File: config.mk
export PLATFORM = sky130hd
export DESIGN_NAME = multiple_keypress_decoder
export DESIGN_NICKNAME = d
export VERILOG_FILES = /design/src/rtl/multiple_keypress_decoder.sv
export SDC_FILE = /design/constraint.sdc
export NUM_CORES = 1
export LEC_CHECK = 0
export CAP_MARGIN = 10
export CORE_MARGIN = 2
export CORE_UTILIZATION = 30
export CTS_BUF_LIST = sky130_fd_sc_hd__clkbuf_16
export CTS_CLUSTER_DIAMETER = 60
export DETAILED_ROUTE_END_ITERATION = 7
export RECOVER_POWER = 25
export SLEW_MARGIN = 20
export SYNTH_ARGS = -nofsm -noshare
export SYNTH_HDL_FRONTEND = slang
export SYNTH_SLANG_ARGS = --single-unit
File: constraint.sdc
create_clock -name i_clk -period 2.9 [get_ports i_clk]
set_clock_uncertainty 0.2 [all_clocks]
set_input_delay 0.725 -clock i_clk [delete_from_list [all_inputs] [get_ports i_clk]]
set_output_delay 0.725 -clock i_clk [all_outputs]
set_load 0.03 [all_outputs]
File: src/rtl/multiple_keypress_decoder.sv
// ---------------------------------------------------------------------------
// multiple_keypress_decoder
//
// Receive-side decoder for the keypress link. Each byte that arrives with a
// one-cycle valid strobe is mapped back onto the four key lines (a/s/d/w).
// The map includes the four two-key diagonals. A decoded pattern is held for
// HOLD_CYCLES cycles after the last valid code. While the sender keeps
// repeating a code, the local key therefore stays continuously pressed.
//
// Ports
//   i_clk          system clock, rising edge
//   i_rst          synchronous active-high reset
//   i_data         received code (bits above 7 must be zero)
//   i_valid        one-cycle strobe qualifying i_data
//   o_key_a/s/d/w  decoded key lines
//   o_key_pressed  registered OR of the key lines
//   o_code_error   one-cycle pulse for an undefined code
//   o_err_count    saturating count of undefined codes
// ---------------------------------------------------------------------------
module multiple_keypress_decoder #(
  parameter int DATA_WIDTH  = 8,
  parameter int HOLD_CYCLES = 1000,
  parameter int TIMER_WIDTH = 16
) (
  input  logic                  i_clk,
  input  logic                  i_rst,
  input  logic [DATA_WIDTH-1:0] i_data,
  input  logic                  i_valid,
  output logic                  o_key_a,
  output logic                  o_key_s,
  output logic                  o_key_d,
  output logic                  o_key_w,
  output logic                  o_key_pressed,
  output logic                  o_code_error,
  output logic [7:0]            o_err_count
);

  typedef enum logic {IDLE, HOLD} state_e;

  localparam logic [TIMER_WIDTH-1:0] RELOAD = TIMER_WIDTH'(HOLD_CYCLES - 1);

  // Result layout: {is_key, is_null, w, d, s, a}
  function automatic logic [5:0] decode(input logic [DATA_WIDTH-1:0] code);
    logic [DATA_WIDTH-1:0] upper;
    logic [5:0]            res;
    upper = code >> 8;
    res   = 6'b00_0000;
    if (upper == '0) begin
      case (code[7:0])
        8'h61:   res = 6'b10_0001; // a
        8'h73:   res = 6'b10_0010; // s
        8'h64:   res = 6'b10_0100; // d
        8'h77:   res = 6'b10_1000; // w
        8'h23:   res = 6'b10_1001; // w+a
        8'h24:   res = 6'b10_1100; // w+d
        8'h25:   res = 6'b10_0011; // s+a
        8'h26:   res = 6'b10_0110; // s+d
        8'h00:   res = 6'b01_0000; // release
        default: res = 6'b00_0000;
      endcase
    end
    return res;
  endfunction

  state_e                 state_q, state_d;
  logic [TIMER_WIDTH-1:0] timer_q, timer_d;
  logic [3:0]             keys_q,  keys_d;   // {w, d, s, a}
  logic                   pressed_q;
  logic                   err_q,   err_d;
  logic [7:0]             cnt_q,   cnt_d;

  logic [5:0]             dec;
  logic                   is_key;
  logic                   is_null;
  logic [3:0]             pattern;

  always_comb begin
    dec     = decode(i_data);
    is_key  = dec[5];
    is_null = dec[4];
    pattern = dec[3:0];

    state_d = state_q;
    timer_d = timer_q;
    keys_d  = keys_q;
    err_d   = 1'b0;
    cnt_d   = cnt_q;

    // Hold-window countdown. Undefined codes fall through to it, so they
    // neither stall the timer nor prevent the release.
    if (state_q == HOLD) begin
      if (timer_q != '0) begin
        timer_d = timer_q - TIMER_WIDTH'(1);
      end else begin
        keys_d  = 4'b0000;
        state_d = IDLE;
      end
    end

    // A valid code overrides the countdown. This includes the edge where the
    // timer expires, so a repeated code leaves no release gap.
    if (i_valid) begin
      if (is_key) begin
        keys_d  = pattern;
        timer_d = RELOAD;
        state_d = HOLD;
      end else if (is_null) begin
        keys_d  = 4'b0000;
        timer_d = '0;
        state_d = IDLE;
      end else begin
        err_d = 1'b1;
        if (cnt_q != 8'hFF) cnt_d = cnt_q + 8'd1;
      end
    end
  end

  always_ff @(posedge i_clk) begin
    if (i_rst) begin
      state_q   <= IDLE;
      timer_q   <= '0;
      keys_q    <= 4'b0000;
      pressed_q <= 1'b0;
      err_q     <= 1'b0;
      cnt_q     <= 8'h00;
    end else begin
      state_q   <= state_d;
      timer_q   <= timer_d;
      keys_q    <= keys_d;
      pressed_q <= |keys_d;   // registered from keys_d to stay aligned with keys_q
      err_q     <= err_d;
      cnt_q     <= cnt_d;
    end
  end

  assign o_key_a       = keys_q[0];
  assign o_key_s       = keys_q[1];
  assign o_key_d       = keys_q[2];
  assign o_key_w       = keys_q[3];
  assign o_key_pressed = pressed_q;
  assign o_code_error  = err_q;
  assign o_err_count   = cnt_q;

endmodule

==> impl_metrics.toml <==
[outcome]
outcome = "finished clean"

[route]
wl_met3_um = 135
ant_nets = 0
top_layer = "met4"
firstDrtPassIters = 4
routedWlPerCell_um = 12.3
dr_wl_met2_um = 1920
wl_um = 4020
met1Wirelength_um = 1880
vias = 1702
drc = 0
drt_iter0_markers = 53
drt-vias-per-instance = 5.22

[sta]
final_max_slew_viol_count = 0
fin_setup_tns_ns = 0
setup_viol = 0
slew_headroom = 0.617
worstMarginPinSlew_ns = 0.574
post-route-period-util = 0.915
hold_viol = 0
worst_slack_ns = 0.248
fin_crit_ns = 2.65
fmaxAchievable_ghz = 0.377
rsz0062_at_grt = "no"

[grt]
grt_max_degree = 14
grt_util_all_layers = 0.136
grt-ovfl-total = 0
grt_pass1_vias = 1565
antenna_found_initial = 0
grt_pass1_wl_um = 6910

[placement]
dp_slack_ns = -0.0462
dpl_cell_area_um2 = 2210
port_buffers = 24
dp_hpwl_um = 3030
gp_congestion = 0.837

[cells_and_area]
fin_nets = 267
nFillCells = 607
regArea_um2 = 621
mostFrequentLayoutCell = "dfxtp_1"
area_delta_synth_final_pct = 33.0
final_cell_area_um2 = 2350
multiInputGateArea_um2 = 1070
final_util = 0.419
n_antenna_cell = 0
drive_gt1_frac = 0.146
mostFrequentLayoutCells = "dfxtp_1, buf_4, nor2_1"

[setup_path]
reg2reg_depth = 7
worstPathMaxFanout = 8
crit_path_end_kind = "register"
r2r_slack_ns = 0.73
endpoint = "o_err_count[2]"
cp-startpoint = "i_data[6]"
crit_type = "in2reg"
path_cells = "clkdlybuf4s50_1 -> and3_1 -> o211ai_1 -> o311ai_2 -> buf_4 -> or4_1 -> a21oi_1"
reg2reg_from = "timer_q[0]"
cpPeakStageDelay_ns = 0.47
cp.required_ns = 2.91
arrival_ns = 2.66
startpoint_type = "primary input"
r2r-end = "timer_q[9]"
crit_slowest_cell = "clkdlybuf4s50_1"

[logic_synthesis]
synth-edff-count = 0
yosysSeqAreaShare = 0.352
synth_nets = 226
synth_cells = 212
ys_ff_latch = 31
post_synth.cell_area_avg_um2 = 8.32
synth_area_um2 = 1760
synth_warnings = 0
ys_types = 47
synth-main-ff-cell = "dfxtp_1"
async_reset_ff_frac = 0

[worst_hold_path]
min_path_type = "reg2reg"
hp-start = "keys_q[3]"

[floorplanning]
num_io_pins = 25
die_w_um = 80.7
core_um2 = 5610
die_h_um = 80.7
row_count = 27
start_util = 0.315
die_area_um2 = 6510

[power]
power_density_nw_per_um2 = 441
p_leak_nw = 0.878
ir_worst_vdd_mv = 0.217

[clock_tree]
cts_made_buffers = 5
post_cts_buffers = 0
cts.clk_slew.worst_paths_ns = 0.05
clock-sinks = 31
post_cts_resize_count = 0
cts_tree = "done"
clk_latency_ns = 0.27
cts_hold_buf = 0
max-clock-path-buffers = 2
ctsRootBufferMaster = "clkbuf_16"
htree_num_levels = 2

[run]
cap_violations = 0
-- worst min path at each step --
stage | end | cells after the start
after CTS | keys_q[3] | 2
after floorplan | timer_q[15] | 2
final | keys_q[3] | 2
after global placement | keys_q[3] | 2
after detailed placement | keys_q[3] | 2
after global routing | keys_q[3] | 2
-- synthesized netlist by cell type (4+ instances only) --
| library cell | n | area share |
|---|---|---|
| nand2_1 | 12 | 0.026 |
| o21ai_1 | 4 | 0.011 |
| inv_1 | 6 | 0.013 |
| xor2_1 | 5 | 0.025 |
| nand3_1 | 12 | 0.034 |
| nor4_1 | 6 | 0.021 |
| o21ai_0 | 12 | 0.034 |
| mux2_1 | 4 | 0.026 |
| and3_1 | 4 | 0.014 |
| a21oi_1 | 16 | 0.045 |
| xnor2_1 | 9 | 0.045 |
| buf_2 | 4 | 0.011 |
| nor2b_1 | 5 | 0.018 |
| nor3_1 | 7 | 0.020 |
| clkbuf_1 | 7 | 0.015 |
| nor2_1 | 17 | 0.036 |
| or4_1 | 4 | 0.017 |
| dfxtp_1 | 31 | 0.35 |
-- routing by layer --
layer | track usage | vias up
li1 | - | 864
met1 | 0.168 | 799
met2 | 0.223 | 33
met3 | 0.0371 | 6
met4 | 0.0508 | 0
met5 | 0 | -
-- critical path: cells and delay by family --
| family | cells | cell delay (ns) |
|---|---|---|
| AOI/OAI and AO/OA | 3 | 0.65 |
| buffers and inverters | 2 | 0.69 |
| and+or+nand+nor | 2 | 0.60 |
-- registers in the layout (all words and copies together), names as in the netlist --
signal         flops
timer_q           16
o_err_count        8
keys_q             4
o_code_error       1
o_key_pressed      1
state_q            1
-- area by class of cell --
class / instances / share of cell area
inverter: 6 / 0.00959
timing repair buffer: 46 / 0.173
multi-input combinational: 163 / 0.456
clock buffer: 5 / 0.0533
clock inverter: 3 / 0.00533
tap: 72 / 0.0384
sequential: 31 / 0.264
-- cells by family (layout without fill, tap and decap cells) --
group,Yosys count,in the layout,synth area share
fa+ha+maj,3,3,0.0213
xor+xnor,14,14,0.0695
simple gates,93,93,0.315
buf+inv,18,60,0.0411
compound gates,49,49,0.176
flops,31,31,0.352
mux,4,4,0.0255
-- through the flow --
step	hold slack, ns	instances	total power, mW
after floorplan	0.281	212	0.511
after detailed placement	0.262	318	0.564
after global routing	0.284	326	1.08
final	0.263	326	1.03
after global placement	0.265	318	0.564
after CTS	0.271	326	1.05
-- power by group --
part,switching [mW],internal [mW],leakage [nW]
clock network,0.172,0.309,0.0762
registers,0.00502,0.432,0.250
logic,0.0627,0.0540,0.551
total,0.240,0.795,0.878
Note: power is estimated with default switching activity, not from simulation.
